==> src/rtl/lsu_pkg.sv <==
// Shared types and constants for the load/store unit: FSM states, RV32I
// access-size encodings and the alignment/legality check.
package lsu_pkg;

   localparam int unsigned XLEN = 32;

   typedef enum logic [1:0] {
      ST_IDLE = 2'd0,
      ST_RD   = 2'd1,
      ST_WR   = 2'd2,
      ST_RESP = 2'd3
   } lsu_state_e;

   localparam logic [2:0] LS_B  = 3'b000;
   localparam logic [2:0] LS_H  = 3'b001;
   localparam logic [2:0] LS_W  = 3'b010;
   localparam logic [2:0] LS_BU = 3'b100;
   localparam logic [2:0] LS_HU = 3'b101;

   // Size/alignment legality only; the address-range check lives in the unit.
   function automatic logic req_fault(input logic       write,
                                      input logic [2:0] funct3,
                                      input logic [1:0] addr_lo);
      logic flt;
      case (funct3)
         LS_B:    flt = 1'b0;
         LS_H:    flt = addr_lo[0];
         LS_W:    flt = |addr_lo;
         LS_BU:   flt = write;
         LS_HU:   flt = write | addr_lo[0];
         default: flt = 1'b1;
      endcase
      return flt;
   endfunction

endpackage

==> src/rtl/lsu_lane_align.sv <==
// Byte-lane steering: extracts and extends load data from a memory word, and
// merges sub-word store data into a captured word for read-modify-write.
module lsu_lane_align
   import lsu_pkg::*;
(
   input  logic [2:0]      funct3_i,
   input  logic [1:0]      addr_lo_i,
   input  logic [XLEN-1:0] word_i,
   input  logic [XLEN-1:0] wdata_i,
   output logic [XLEN-1:0] ld_data_c_o,
   output logic [XLEN-1:0] merged_c_o
);

   logic [7:0]  byte_c;
   logic [15:0] half_c;

   always_comb begin
      byte_c      = word_i[{addr_lo_i, 3'b000} +: 8];
      half_c      = addr_lo_i[1] ? word_i[31:16] : word_i[15:0];
      ld_data_c_o = '0;
      case (funct3_i)
         LS_B:    ld_data_c_o = {{24{byte_c[7]}}, byte_c};
         LS_H:    ld_data_c_o = {{16{half_c[15]}}, half_c};
         LS_W:    ld_data_c_o = word_i;
         LS_BU:   ld_data_c_o = {24'b0, byte_c};
         LS_HU:   ld_data_c_o = {16'b0, half_c};
         default: ld_data_c_o = '0;
      endcase
   end

   always_comb begin
      merged_c_o = word_i;
      case (funct3_i)
         LS_B:    merged_c_o[{addr_lo_i, 3'b000} +: 8]     = wdata_i[7:0];
         LS_H:    merged_c_o[{addr_lo_i[1], 4'b0000} +: 16] = wdata_i[15:0];
         default: merged_c_o = wdata_i;
      endcase
   end

endmodule

==> src/rtl/load_store_unit.sv <==
// RV32I load/store unit: one request at a time against a word-wide memory
// with asynchronous read; sub-word stores are done as read-modify-write.
module load_store_unit
   import lsu_pkg::*;
#(
   parameter int unsigned DMEM_BYTES = 65536
) (
   input  logic            clk,
   input  logic            reset,
   input  logic            req_valid,
   output logic            req_ready,
   input  logic            req_write,
   input  logic [2:0]      req_funct3,
   input  logic [XLEN-1:0] req_addr,
   input  logic [XLEN-1:0] req_wdata,
   output logic            resp_valid,
   output logic [XLEN-1:0] resp_rdata,
   output logic            resp_fault,
   output logic [XLEN-1:0] mem_addr,
   output logic [XLEN-1:0] mem_din,
   output logic            mem_read,
   output logic            mem_write,
   input  logic [XLEN-1:0] mem_dout
);

   lsu_state_e state_q, state_d;

   logic            write_q;
   logic [2:0]      funct3_q;
   logic [1:0]      addr_lo_q;
   logic [XLEN-1:0] wdata_q;

   logic            req_ready_q,  req_ready_d;
   logic            resp_valid_q, resp_valid_d;
   logic [XLEN-1:0] resp_rdata_q, resp_rdata_d;
   logic            resp_fault_q, resp_fault_d;
   logic [XLEN-1:0] mem_addr_q,   mem_addr_d;
   logic [XLEN-1:0] mem_din_q,    mem_din_d;
   logic            mem_read_q,   mem_read_d;
   logic            mem_write_q,  mem_write_d;

   logic            accept_c;
   logic            fault_c;
   logic [XLEN-1:0] ld_data_c;
   logic [XLEN-1:0] merged_c;

   assign accept_c = req_valid && (state_q == ST_IDLE);
   assign fault_c  = req_fault(req_write, req_funct3, req_addr[1:0])
                   | (req_addr >= XLEN'(DMEM_BYTES));

   lsu_lane_align u_lane_align (
      .funct3_i    (funct3_q),
      .addr_lo_i   (addr_lo_q),
      .word_i      (mem_dout),
      .wdata_i     (wdata_q),
      .ld_data_c_o (ld_data_c),
      .merged_c_o  (merged_c)
   );

   always_ff @(posedge clk) begin
      if (reset) state_q <= ST_IDLE;
      else       state_q <= state_d;
   end

   // Word stores skip the read; sub-word stores read first to merge lanes.
   always_comb begin
      state_d = state_q;
      case (state_q)
         ST_IDLE: begin
            if (req_valid) begin
               if (fault_c)                               state_d = ST_RESP;
               else if (req_write && req_funct3 == LS_W)  state_d = ST_WR;
               else                                       state_d = ST_RD;
            end
         end
         ST_RD:   state_d = write_q ? ST_WR : ST_RESP;
         ST_WR:   state_d = ST_RESP;
         ST_RESP: state_d = ST_IDLE;
         default: state_d = ST_IDLE;
      endcase
   end

   always_comb begin
      req_ready_d  = (state_d == ST_IDLE);
      resp_valid_d = (state_d == ST_RESP);
      mem_read_d   = (state_d == ST_RD);
      mem_write_d  = (state_d == ST_WR);
      mem_addr_d   = mem_addr_q;
      mem_din_d    = mem_din_q;
      resp_rdata_d = resp_rdata_q;
      resp_fault_d = resp_fault_q;
      case (state_q)
         ST_IDLE: begin
            if (req_valid) begin
               mem_addr_d = {req_addr[XLEN-1:2], 2'b00};
               mem_din_d  = req_wdata;
               if (fault_c) begin
                  resp_rdata_d = '0;
                  resp_fault_d = 1'b1;
               end
            end
         end
         ST_RD: begin
            if (write_q) begin
               mem_din_d = merged_c;
            end else begin
               resp_rdata_d = ld_data_c;
               resp_fault_d = 1'b0;
            end
         end
         ST_WR: begin
            resp_rdata_d = '0;
            resp_fault_d = 1'b0;
         end
         default: ;
      endcase
   end

   always_ff @(posedge clk) begin
      if (reset) begin
         write_q   <= 1'b0;
         funct3_q  <= '0;
         addr_lo_q <= '0;
         wdata_q   <= '0;
      end else if (accept_c) begin
         write_q   <= req_write;
         funct3_q  <= req_funct3;
         addr_lo_q <= req_addr[1:0];
         wdata_q   <= req_wdata;
      end
   end

   always_ff @(posedge clk) begin
      if (reset) begin
         req_ready_q  <= 1'b1;
         resp_valid_q <= 1'b0;
         resp_rdata_q <= '0;
         resp_fault_q <= 1'b0;
         mem_addr_q   <= '0;
         mem_din_q    <= '0;
         mem_read_q   <= 1'b0;
         mem_write_q  <= 1'b0;
      end else begin
         req_ready_q  <= req_ready_d;
         resp_valid_q <= resp_valid_d;
         resp_rdata_q <= resp_rdata_d;
         resp_fault_q <= resp_fault_d;
         mem_addr_q   <= mem_addr_d;
         mem_din_q    <= mem_din_d;
         mem_read_q   <= mem_read_d;
         mem_write_q  <= mem_write_d;
      end
   end

   assign req_ready  = req_ready_q;
   assign resp_valid = resp_valid_q;
   assign resp_rdata = resp_rdata_q;
   assign resp_fault = resp_fault_q;
   assign mem_addr   = mem_addr_q;
   assign mem_din    = mem_din_q;
   assign mem_read   = mem_read_q;
   assign mem_write  = mem_write_q;

endmodule

==> config.mk <==
export PLATFORM = sky130hd
export DESIGN_NAME = load_store_unit
export DESIGN_NICKNAME = d
export VERILOG_FILES = /design/src/rtl/lsu_pkg.sv /design/src/rtl/lsu_lane_align.sv /design/src/rtl/load_store_unit.sv
export SDC_FILE = /design/constraint.sdc
export NUM_CORES = 1
export LEC_CHECK = 0
export BUFFER_PORTS_ARGS = -buffer_cell sky130_fd_sc_hd__buf_2
export CAP_MARGIN = 0
export CORE_MARGIN = 5
export CORE_UTILIZATION = 52
export DETAILED_ROUTE_END_ITERATION = 10
export GPL_TIMING_DRIVEN = 0
export HOLD_SLACK_MARGIN = 0.02
export PLACE_DENSITY = 0.9
export SLEW_MARGIN = 30
export SYNTH_ARGS = -nofsm -noshare
export SYNTH_HDL_FRONTEND = slang
export SYNTH_SLANG_ARGS = --single-unit
==> constraint.sdc <==
create_clock -name clk -period 3.65 [get_ports clk]
set_clock_uncertainty 0.1 [all_clocks]
set_input_delay 0 -clock clk [delete_from_list [all_inputs] [get_ports clk]]
set_output_delay 0 -clock clk [all_outputs]
set_load 0.01 [all_outputs]
==> summary.txt <==
Critical path
  – CP cell instances: inv_1, ha_1, clkbuf_1, nand2b_1, o211ai_1, clkbuf_1, clkbuf_1, nand3b_1, o41ai_2, dlygate4sd3_1
  – Worst stage delay on the critical path: 600 ps
  – Crit path launch type: flop
  – CP bufs+invs: 5
  – CP Data Required Time: 3920 ps
  – Worst setup path category: flop to flop
  – Delay-heaviest family, CP: buffers and inverters
  – Worst EP arrival: 3670 ps
  – Crit-path slowest cell: dlygate4sd3_1
  – Crit. End Element: flop
  – Most frequent CP cell: clkbuf_1
  – Worst Path Max Fanout: 10

STA
  – Slew @ Worst Pin: 725.5 ps
  – Period minus WS final: 3393 ps
  – Hold Vio Cnt, Final: 0
  – Final setup vio count: 0
  – RSZ-0062 raised after global routing: no
  – Slew Viols, Final: 0
  – Slew headroom: 51.42%
  – Setup TNS: 0 ps
  – Fmax: 294.8 MHz
  – Worst Slack Setup Final: 257.5 ps
  – Final cycle utilization of the critical path: 92.95%

GRT
  – Met2 track demand over resource: 59.10%
  – GRT busiest layer: met2
  – Vias in the first global route: 8225
  – First-pass GRT wire length: 42.66 mm
  – GR Overflow Total: 0
  – Tot GR Track Use: 36.51%
  – Met1 global-route usage: 42.09%
  – Met3 usage: 10.14%
  – Number of antenna violations at the first check in global routing: 0
  – Largest net degree at the start of global routing: 17

CTS
  – Worst-path clk slew: 60 ps
  – Latest clock arrival within the worst-skew pair: 430 ps
  – Setup bufs post-CTS: 0
  – CTS max path bufs: 2
  – CTS H-tree lvls: 4
  – CTS buffer count: 17
  – CTS sink cnt: 139
  – Root Buffer: clkbuf_16
  – CTS tree: built

Place
  – Routability Congestion: 1.013
  – PortBufs: 200
  – HPWL Detailed: 17.16 mm
  – Place WS: 379.6 ps
  – DP Area: 7821 um2

Status
  – Run status: finished clean

Final layout
  – Nets@finish: 1240
  – Fill cells: 826
  – Synth-to-layout area growth: 43.90%
  – Final instance area: 9499 um2
  – Core Util, Final: 75.89%
  – Layout cell share with drive strength beyond 1: 24.04%

Logic synthesis
  – Syn avg cell area: 8.252 um2
  – Cell count after synthesis: 800
  – Ys async rst share: 0%
  – Synth unique cells: 55
  – Yosys reg bits: 139
  – Synth area leaders: dfxtp_1 42%, nand2_1 10%, a21oi_1 8.2%
  – Synth warn: 0
  – Share of the synthesized area in the top cell type: 42.15%
  – Leading area contributor after synthesis: dfxtp_1
  – Main synth FF type: dfxtp_1
  – EDFF count, synth: 0
  – Post-synthesis cell area: 6601 um2
  – Sequential fraction of the synthesis area: 42.15%

Route
  – Via Count: 8117
  – Final ANT Viol Nets: 0
  – DR vias/cell: 6.182
  – Wire per inst: 21.00 um
  – # DRC: 0
  – Drt first-iter violations: 928
  – Routed wire length: 27.57 mm
  – First-pass DRT Iterations: 6

Pwr
  – Pwr Density: 725.7 nW/um2
  – Lkg Pwr: 3.988 nW
  – VDD IR-drop max: 0.4202 mV

Job
  – Max-cap violations: 0

Die
  – Die X: 122.7 um
  – # rows: 41
  – Core Region: 12520 um2
  – I/O Pins: 204
  – Starting Density: 52.74%
  – Die area: 15050 um2
  – Die H: 122.7 um

Min path
  – Hold crit path type: input port to flop
==> what timing repair did <==
action	in CTS	in global routing
endpoints found under the setup margin	0	1
resized for setup	0	0
hold buffers	108	0
hold endpoints to repair	136	0
==> cell families after synthesis <==
family	count (synthesis)	synth area share, %
AOI/OAI and AO/OA	251	26.73
and+or+nand+nor	301	20.85
DFF	139	42.15
muxes	17	2.900
other	1	0.05681
adders and majority gates	10	1.895
buffers and inverters	81	5.421
==> flip-flops by register name, summed over array words and instances (netlist names) <==
signal	count
addr_lo_q	2
funct3_q	3
mem_addr	30
mem_din	32
mem_read	1
mem_write	1
req_ready	1
resp_fault	1
resp_rdata	32
resp_valid	1
state_q	2
wdata_q	32
write_q	1
==> report_power, final <==
group	switching [W]	leakage, nW	internal (W)
sequential	0.000269	1.14	0.00189
combinational	0.00187	2.57	0.00109
clock	0.000731	0.284	0.00104
==> tightest hold or removal path: stages <==
cell and delay (ps):
clkbuf_1 350, or2_2 250, nor2b_1 50
==> metal layers <==
layer | vias up | share of wire, %
met4 | 0 | 7.6
met2 | 629 | 45
met1 | 3739 | 36
met3 | 214 | 11
met5 | - | 0
li1 | 3535 | -
==> through the flow <==
step	power, W	hold WS (ps)	std cells
6_report	0.006894	165.5	1313
5_1_grt	0.007209	177.8	1312
4_1_cts	0.006670	121.7	1313
3_5_place_dp	0.004772	146.7	1173
3_3_place_gp	0.004709	141.2	1173
2_1_floorplan	0.003858	35.96	801
==> final timing paths <==
path / startpoint / endpoint / slack [ps] / cells past startpoint
max: state_q[1] / mem_din[16] / 260 / 10
min: reset / mem_write / 170 / 3
max reg2reg: state_q[1] / mem_din[16] / 260 / 10
min reg2reg: mem_din[27] / mem_din[27] / 350 / 2
==> placed cells by master (no fill, tap or decap), types with 3 or more instances in the layout <==
cell,synthesis,routed
mux2_2,7,7
nor2_1,45,45
buf_1,6,6
nor2b_1,3,3
o2bb2ai_1,40,40
clkinvlp_4,0,3
nand3_1,8,8
a32o_1,7,7
buf_6,4,4
o21ai_0,12,12
nor3b_1,8,8
or3_1,16,16
o41ai_1,5,5
a221oi_1,25,25
a22o_1,9,9
a211oi_1,9,9
inv_1,9,9
clkbuf_1,47,47
a21o_1,3,3
a22oi_1,7,7
nor4_1,5,5
inv_6,0,5
ha_1,10,10
dlygate4sd3_1,0,108
nand2_1,182,182
clkbuf_16,0,17
nor3_1,3,3
nand3b_1,8,8
o41ai_2,3,3
a21oi_1,108,108
dfxtp_1,139,139
buf_2,13,213
mux2i_1,9,9
nand2b_1,4,4
o2111ai_1,8,8
a2bb2oi_1,7,7
==> Yosys cell counts (all sizes together) (8+ instances only) <==
cell and number:
nand2 182, dfxtp 139, a21oi 110, clkbuf 47, nor2 46, o2bb2ai 40
a221oi 25, buf 25, or3 16, o21ai 12, ha 10, nor3b 10
a211oi 9, a22o 9, inv 9, mux2i 9, nand3 8, nand3b 8
o2111ai 8, o41ai 8
==> area by class of cell <==
class,count,area [um2],share of cell area (%)
multi-input combinational,581,3465,36.47
sequential,139,2783,29.29
timing repair buffer,308,2082,21.92
clock buffer,19,442.9,4.663
buffer,71,320.3,3.372
tap,172,215.2,2.266
clock inverter,13,155.1,1.633
inverter,9,33.78,0.3556
antenna,1,2.502,0.02634
Note: power is estimated with default switching activity, not from simulation.
